File: src/rtl/fx_log_pkg.sv
// Shared constants and types for the fx_log datapath stages.
// Q16.16 fixed point, 48-bit accumulator for the log10 rescale.
package fx_log_pkg;

  localparam logic [15:0] LOG10E_Q16 = 16'h6F2E;  // log10(e) in Q0.16
  localparam int          Q_W        = 32;
  localparam int          Q_FRAC     = 16;
  localparam int          ACC_W      = 48;

  typedef enum logic [1:0] {
    IDLE = 2'd0,
    BUSY = 2'd1,
    DONE = 2'd2
  } state_t;

endpackage

File: src/rtl/fx_log10_scale.sv
// Converts ln(x) (signed Q16.16) to log10(x) by a 16-step serial shift-add multiply by log10(e).
// Optional build macro: FX_LOG10_ROUND_EN (round half toward +inf on the final load, else truncate).
module fx_log10_scale
  import fx_log_pkg::*;
(
  input  logic        clk,
  input  logic        rst_n,
  input  logic        in_valid,
  output logic        in_ready,
  input  logic [31:0] in_ln,
  output logic        out_valid,
  input  logic        out_ready,
  output logic [31:0] out_log10
);

  // Handshake: a transfer happens on a rising edge where valid and ready are both 1.
  // in_ready is high only in IDLE; out_valid is high only in DONE and out_log10 is frozen there.

  state_t                    state, state_nxt;
  logic signed [Q_W-1:0]     operand;
  logic signed [ACC_W-1:0]   acc;
  logic signed [ACC_W-1:0]   acc_nxt;
  logic signed [ACC_W-1:0]   addend;
  logic        [ACC_W-1:0]   acc_load;
  logic        [3:0]         cnt;

  function automatic logic [Q_W-1:0] q16_hi(input logic [ACC_W-1:0] a);
    return a[ACC_W-1:Q_FRAC];
  endfunction

  always_ff @(posedge clk or negedge rst_n) begin
    if (!rst_n) state <= IDLE;
    else        state <= state_nxt;
  end

  always_comb begin
    state_nxt = state;
    case (state)
      IDLE:    if (in_valid)     state_nxt = BUSY;
      BUSY:    if (cnt == 4'd15) state_nxt = DONE;
      DONE:    if (out_ready)    state_nxt = IDLE;
      default:                   state_nxt = IDLE;
    endcase
  end

  always_comb begin
    in_ready  = (state == IDLE);
    out_valid = (state == DONE);
  end

  // One partial product per BUSY cycle: operand scaled by 2^cnt when that constant bit is set.
  always_comb begin
    addend  = {{(ACC_W-Q_W){operand[Q_W-1]}}, operand} <<< cnt;
    acc_nxt = LOG10E_Q16[cnt] ? acc + addend : acc;
`ifdef FX_LOG10_ROUND_EN
    acc_load = acc_nxt + 48'h8000;
`else
    acc_load = acc_nxt;
`endif
  end

  always_ff @(posedge clk or negedge rst_n) begin
    if (!rst_n) begin
      operand   <= '0;
      acc       <= '0;
      cnt       <= '0;
      out_log10 <= '0;
    end else begin
      case (state)
        IDLE: if (in_valid) begin
          operand <= in_ln;
          acc     <= '0;
          cnt     <= '0;
        end
        BUSY: begin
          acc <= acc_nxt;
          cnt <= cnt + 4'd1;
          if (cnt == 4'd15) out_log10 <= q16_hi(acc_load);
        end
        default: ;
      endcase
    end
  end

endmodule

File: config.mk
export PLATFORM = sky130hd
export DESIGN_NAME = fx_log10_scale
export DESIGN_NICKNAME = d
export VERILOG_FILES = /design/src/rtl/fx_log_pkg.sv /design/src/rtl/fx_log10_scale.sv
export SDC_FILE = /design/constraint.sdc
export NUM_CORES = 1
export LEC_CHECK = 0
export BUFFER_PORTS_ARGS = -buffer_cell sky130_fd_sc_hd__buf_4
export CORE_MARGIN = 4
export CORE_UTILIZATION = 30
export DETAILED_ROUTE_END_ITERATION = 8
export PLACE_DENSITY = 0.42
export SLEW_MARGIN = 20
export SYNTH_ARGS = -nofsm -noshare
export SYNTH_HDL_FRONTEND = slang
export SYNTH_SLANG_ARGS = --single-unit
File: constraint.sdc
create_clock -name clk -period 5.9 [get_ports clk]
set_input_delay 1.18 -clock clk [delete_from_list [all_inputs] [get_ports clk]]
set_output_delay 1.18 -clock clk [all_outputs]
set_load 0.03 [all_outputs]
# Yosys cells after proc, flatten, opt, wreduce, memory -nomap -nowiden
# Memory sizes are Yosys's and may differ from the RTL's.
# Cells that the tools add are included.
[op_classes]
n_addsub = 2
n_lt_le_gt_ge = 1
eq_ne = 7
shifts = 1
n_mux = 10
reduce_logical = 7
[ops]
columns = ["operator", "n"]
rows = [
  ["48-bit two-way mux", 2],
  ["48-bit case mux with 2 select lines", 1],
  ["48-bit adder", 1],
  ["48-bit by 4-bit <<< shifter with 48-bit output", 1],
  ["4-bit case mux with 2 select lines", 1],
  ["2-bit two-way mux", 3],
  ["2-bit != test (second input constant)", 3],
  ["2-bit case mux with 3 select lines", 1],
  ["2-bit AND reduction", 3],
  ["3-bit AND reduction", 2],
  ["4-bit by 5-bit < comparator with 1-bit output (second input constant)", 1],
  ["4-bit by 1-bit adder with 4-bit output (second input constant)", 1],
  ["4-bit == test (second input constant)", 1],
  ["4-bit two-way mux", 1],
  ["2-bit by 1-bit == test with 1-bit output (second input constant)", 1],
  ["2-bit == test (second input constant)", 1],
  ["2-bit zero test", 1],
  ["2-bit by 1-bit != test with 1-bit output (second input constant)", 1],
  ["2-bit nonzero test", 1],
  ["1-bit two-way mux", 1],
]
[word_totals]
ff_bits = 118
mem_bits_ro = 16
in_bits = 36
out_inout_bits = 34
elab_cells = 35
n_memories = 1
[memory_table]
columns = ["memory", "depth", "width", "rd", "rd_ports_with_merged_regs", "write_ports", "line_no", "source"]
rows = [
  ["(no name shown)", 16, 1, 1, 0, 0, "fx_log10_scale.sv:54", "acc_nxt = LOG10E_Q16[cnt] ? acc + addend : acc;"],
]

# Logic depth before layout (Yosys ltp)
[logic_depth]
word_depth = 4
depth_mapped = 19
depth_no_buf = 17

# Least setup slack after synthesis
# No wires, ideal clock.
[synth_timing]
path_kind = "register -> register"
start = "reg cnt[0]"
end = "reg out_log10[28]"
setup_ns = 0.128
arrival_time_ns = 4.315
t_required_ns = 5.772
slack_ns = 1.457
stages_incl_launch_ff = 19
n_path_buf = 4
period_less_slack_ns = 4.443
path_cell_list = "dfrtp_1 clkbuf_1 buf_1 clkbuf_1 mux2i_1 a21oi_1 a21oi_1 mux2i_1 ha_1 buf_2 and3_4 and2_1 a2111oi_1 a211oi_2 a211oi_2 o21ai_2 a21oi_2 mux2i_1 nand3_1"
[synth_via]
elab_chain_cells = 3
elab_cells_between_ends = 7
cone_classes = "1 x add/sub; 1 x eq/ne; 1 x shift; 2 x mux; 1 x reduce/logical; 1 x memory"
[synth_lines]
columns = ["item", "line_no", "source"]
rows = [
  ["from (decl)", "fx_log10_scale.sv:25", "logic [3:0] cnt;"],
  ["from (signal assigned)", "fx_log10_scale.sv:77", "cnt <= cnt + 4'd1;"],
  ["48-bit by 4-bit <<< shifter with 48-bit output / memory read 16 x 1 bit (equally long branches)", "n/a", ""],
  ["48-bit adder / 1-bit two-way mux (equally long branches)", "fx_log10_scale.sv:54", ""],
  ["48-bit two-way mux", "fx_log10_scale.sv:54", ""],
  ["to (signal assigned)", "fx_log10_scale.sv:78", "if (cnt == 4'd15) out_log10 <= q16_hi(acc_load);"],
  ["to (decl)", "fx_log10_scale.sv:13", "output logic [31:0] out_log10"],
]
# Several ways; a longest one is shown, not always the timed one. The select of a mux whose other input is x is not followed.
# A chain may end at the register's enable or synchronous reset.

# Worst setup path in the final report
[layout_timing]
start = "reg cnt[0]"
end = "reg out_log10[25]"
# Same word-level chain as after synthesis.

==> metrics.txt <==
#FFs+latches synth=~120; Worst Clk Skew=0.0117 ns; Post-synth EDFFs=0; Clock Path Buffers=2; Critical Path End Type=register; total core area=29700 um2; Setup CP Type=reg2reg; count of unique library cells instantiated by Yosys=74; Fin. Hold Viols=0; RSZ-0062 raised after global routing=false; Synth Area in Simple Gates=between 10% and 20%; clock root buffer=clkbuf_16; cell taking the most area after synthesis=dfrtp_1; die extent in x=182 um; ant diodes=0; Most used DFF post-synth=dfrtp_1; sequential area share after synthesis=about 33%; CTS Sinks=118; nets=1140; CTS tree=yes; setup_tns=0 ns; CP Data Arrival Time=between 5 and 6 ns; Mapped Area=9080 um2; wire per inst=20.1 um; post-route ant nets=0; post-synthesis mux area share=between 10% and 20%; initial antenna violation count=0; final HPWL from detailed placement=22300 um; DR DRC count=0; Syn Nets=1107; Synth Area in XOR/XNOR=4.15%; Least-Margin Pin Slew=1.04 ns; Max Cap Viol=0; most frequent cell after synthesis=dfrtp_1; outcome=complete, no violations; Initial DRC Count=between 400 and 500; FMAX=208 MHz; postcts setup bufs=0; top-area cell type share of the netlist area=32.5%; clock-pin slew on the worst setup and hold paths=around 0.060 ns; post-synthesis compound-gate area fraction=23.2%; synth top area cells=dfrtp_1 33%, ha_1 6.6%, mux2i_1 5.8%; CP required=6.25 ns; syn_area_per_cell=8.89 um2; min Tclk post-route=about 4.8 ns; Critical Path Source Type=register; share of cells above drive strength 1=between 10% and 20%; Vias=7850; I/O pin cnt=70; Yosys warning total=0; total CTS buffers=17; die height=182 um; cts hold-fix bufs=0; port bufs=just under 70; period utilization=between 80 and 90%; H-tree depth=4; worst skew pair latency=around 0.44 ns; first drt pass iteration count=5; vias in the first global route=between 7000 and 8000; Die ar.=between 30000 and 40000 um2; post-synthesis adder-cell area fraction=6.83%; synth cell count leaders=118 x dfrtp_1, 112 x nand2_1, 100 x a21oi_1, 67 x nor2_1, 63 x o21ai_0; FF-to-FF setup slack=1.10 ns; Total Wirelength=29400 um; Slew Limit Fails=0; Syn Inst Count=1022; GRT overflow=0; max_slew headroom=between 30% and 40%; Crit Path Max Fanout=18; ys async rst share=100%; worst min path class=reg2reg; final setup fails=0; global-route wire length before repair=46500 um; pin count of the biggest net entering global routing=68; Post-CTS Resized=0; Vias/cell=5.38; Site Rows=63; GP Congestion=0.873; Synth-to-Final Area Change=16.1%; GRT Overall Usage=roughly 18%; Starting Density=30.6%; largest family of logic cells by synthesized area=compound AO/OA/AOI/OAI gates
[through the flow]
stage / setup slack (ns) / instance area [um2] / utilization [%] / cells / hold slack [ns]
6_report: 1.10 / 10500 / 35.5 / 1458 / 0.476
5_1_grt: 0.745 / 10500 / 35.5 / 1458 / 0.509
4_1_cts: 1.12 / 10500 / 35.5 / 1458 / 0.483
3_5_place_dp: 1.15 / 9940 / 33.5 / 1426 / 0.471
3_3_place_gp: 1.16 / 9940 / 33.5 / 1426 / 0.463
2_1_floorplan: 1.46 / 9080 / - / 1022 / 0.467
[registers in the layout, summed over array words and instances (netlist names)]
signal / cells
acc: 48
operand: 32
out_log10: 32
cnt: 4
state: 2
[layout by cell type (no fill, tap or decap), types with 16 or more instances in the layout]
| master | n |
|---|---|
| mux2_2 | 38 |
| xnor2_1 | 20 |
| o21ai_0 | 63 |
| nand2_1 | 111 |
| mux4_2 | 16 |
| a31oi_1 | 20 |
| dfrtp_1 | 115 |
| a21oi_1 | 99 |
| nor2_1 | 67 |
| ha_1 | 48 |
| buf_4 | 82 |
| inv_1 | 17 |
| xor2_1 | 23 |
| nor3_1 | 21 |
| a22o_1 | 23 |
| mux2i_1 | 53 |
| nand3_1 | 39 |
| clkbuf_16 | 17 |
| a21o_1 | 33 |
[cell type report]
type / count / area [um2]
Clock inverter: 9 / 125
Clock buffer: 23 / 478
Timing Repair Buffer: 82 / 616
Sequential cell: 118 / 2960
Fill cell: 3076 / 19200
Tap cell: 390 / 488
Multi-Input combinational cell: 819 / 5820
Inverter: 17 / 63.8
[kinds of logic after synthesis]
kind of cell,Yosys count
buf+inv,85
compound gates,321
fa+ha+maj,49
simple gates,299
xor+xnor,43
mux,107
flops,118
[path summary, 6_finish.rpt]
| path | to | cells past startpoint | from |
|---|---|---|---|
| setup reg to reg | out_log10[25]$_DFFE_PN0P_ | 15 | cnt[0]$_DFFE_PN0P_ |
| hold reg to reg | out_log10[22]$_DFFE_PN0P_ | 2 | out_log10[22]$_DFFE_PN0P_ |
| max in group asynchronous | cnt[0]$_DFFE_PN0P_ | 2 | rst_n |
| hold / removal | out_log10[22]$_DFFE_PN0P_ | 2 | out_log10[22]$_DFFE_PN0P_ |
| setup / recovery | out_log10[25]$_DFFE_PN0P_ | 15 | cnt[0]$_DFFE_PN0P_ |
| min in group asynchronous | out_log10[26]$_DFFE_PN0P_ | 1 | rst_n |
[layer usage]
layer / part of all wire [%] / track usage, % / vias to the layer above
met5: 0 / 0 / -
met4: 2.5 / 6.03 / 0
met3: 3.9 / 3.10 / 34
met2: 48 / 29.6 / 159
met1: 45 / 23.5 / 3816
li1: - / - / 3841
[worst max-delay path: stages (launching register included)]
cell	delay, ns
dfrtp_2	0.63
buf_4	0.33
mux2_2	0.38
o21ai_0	0.33
nor2_1	0.07
a31oi_1	0.27
mux2i_1	0.17
ha_1	0.43
inv_1	0.18
o21bai_1	0.15
a2111o_1	0.45
a2111oi_1	0.54
o31ai_1	0.17
xnor2_1	0.30
nand2_1	0.10
a31oi_1	0.20
Power is not shown: default switching activity piles up to over one toggle a cycle in this logic, so the estimate is an artifact.
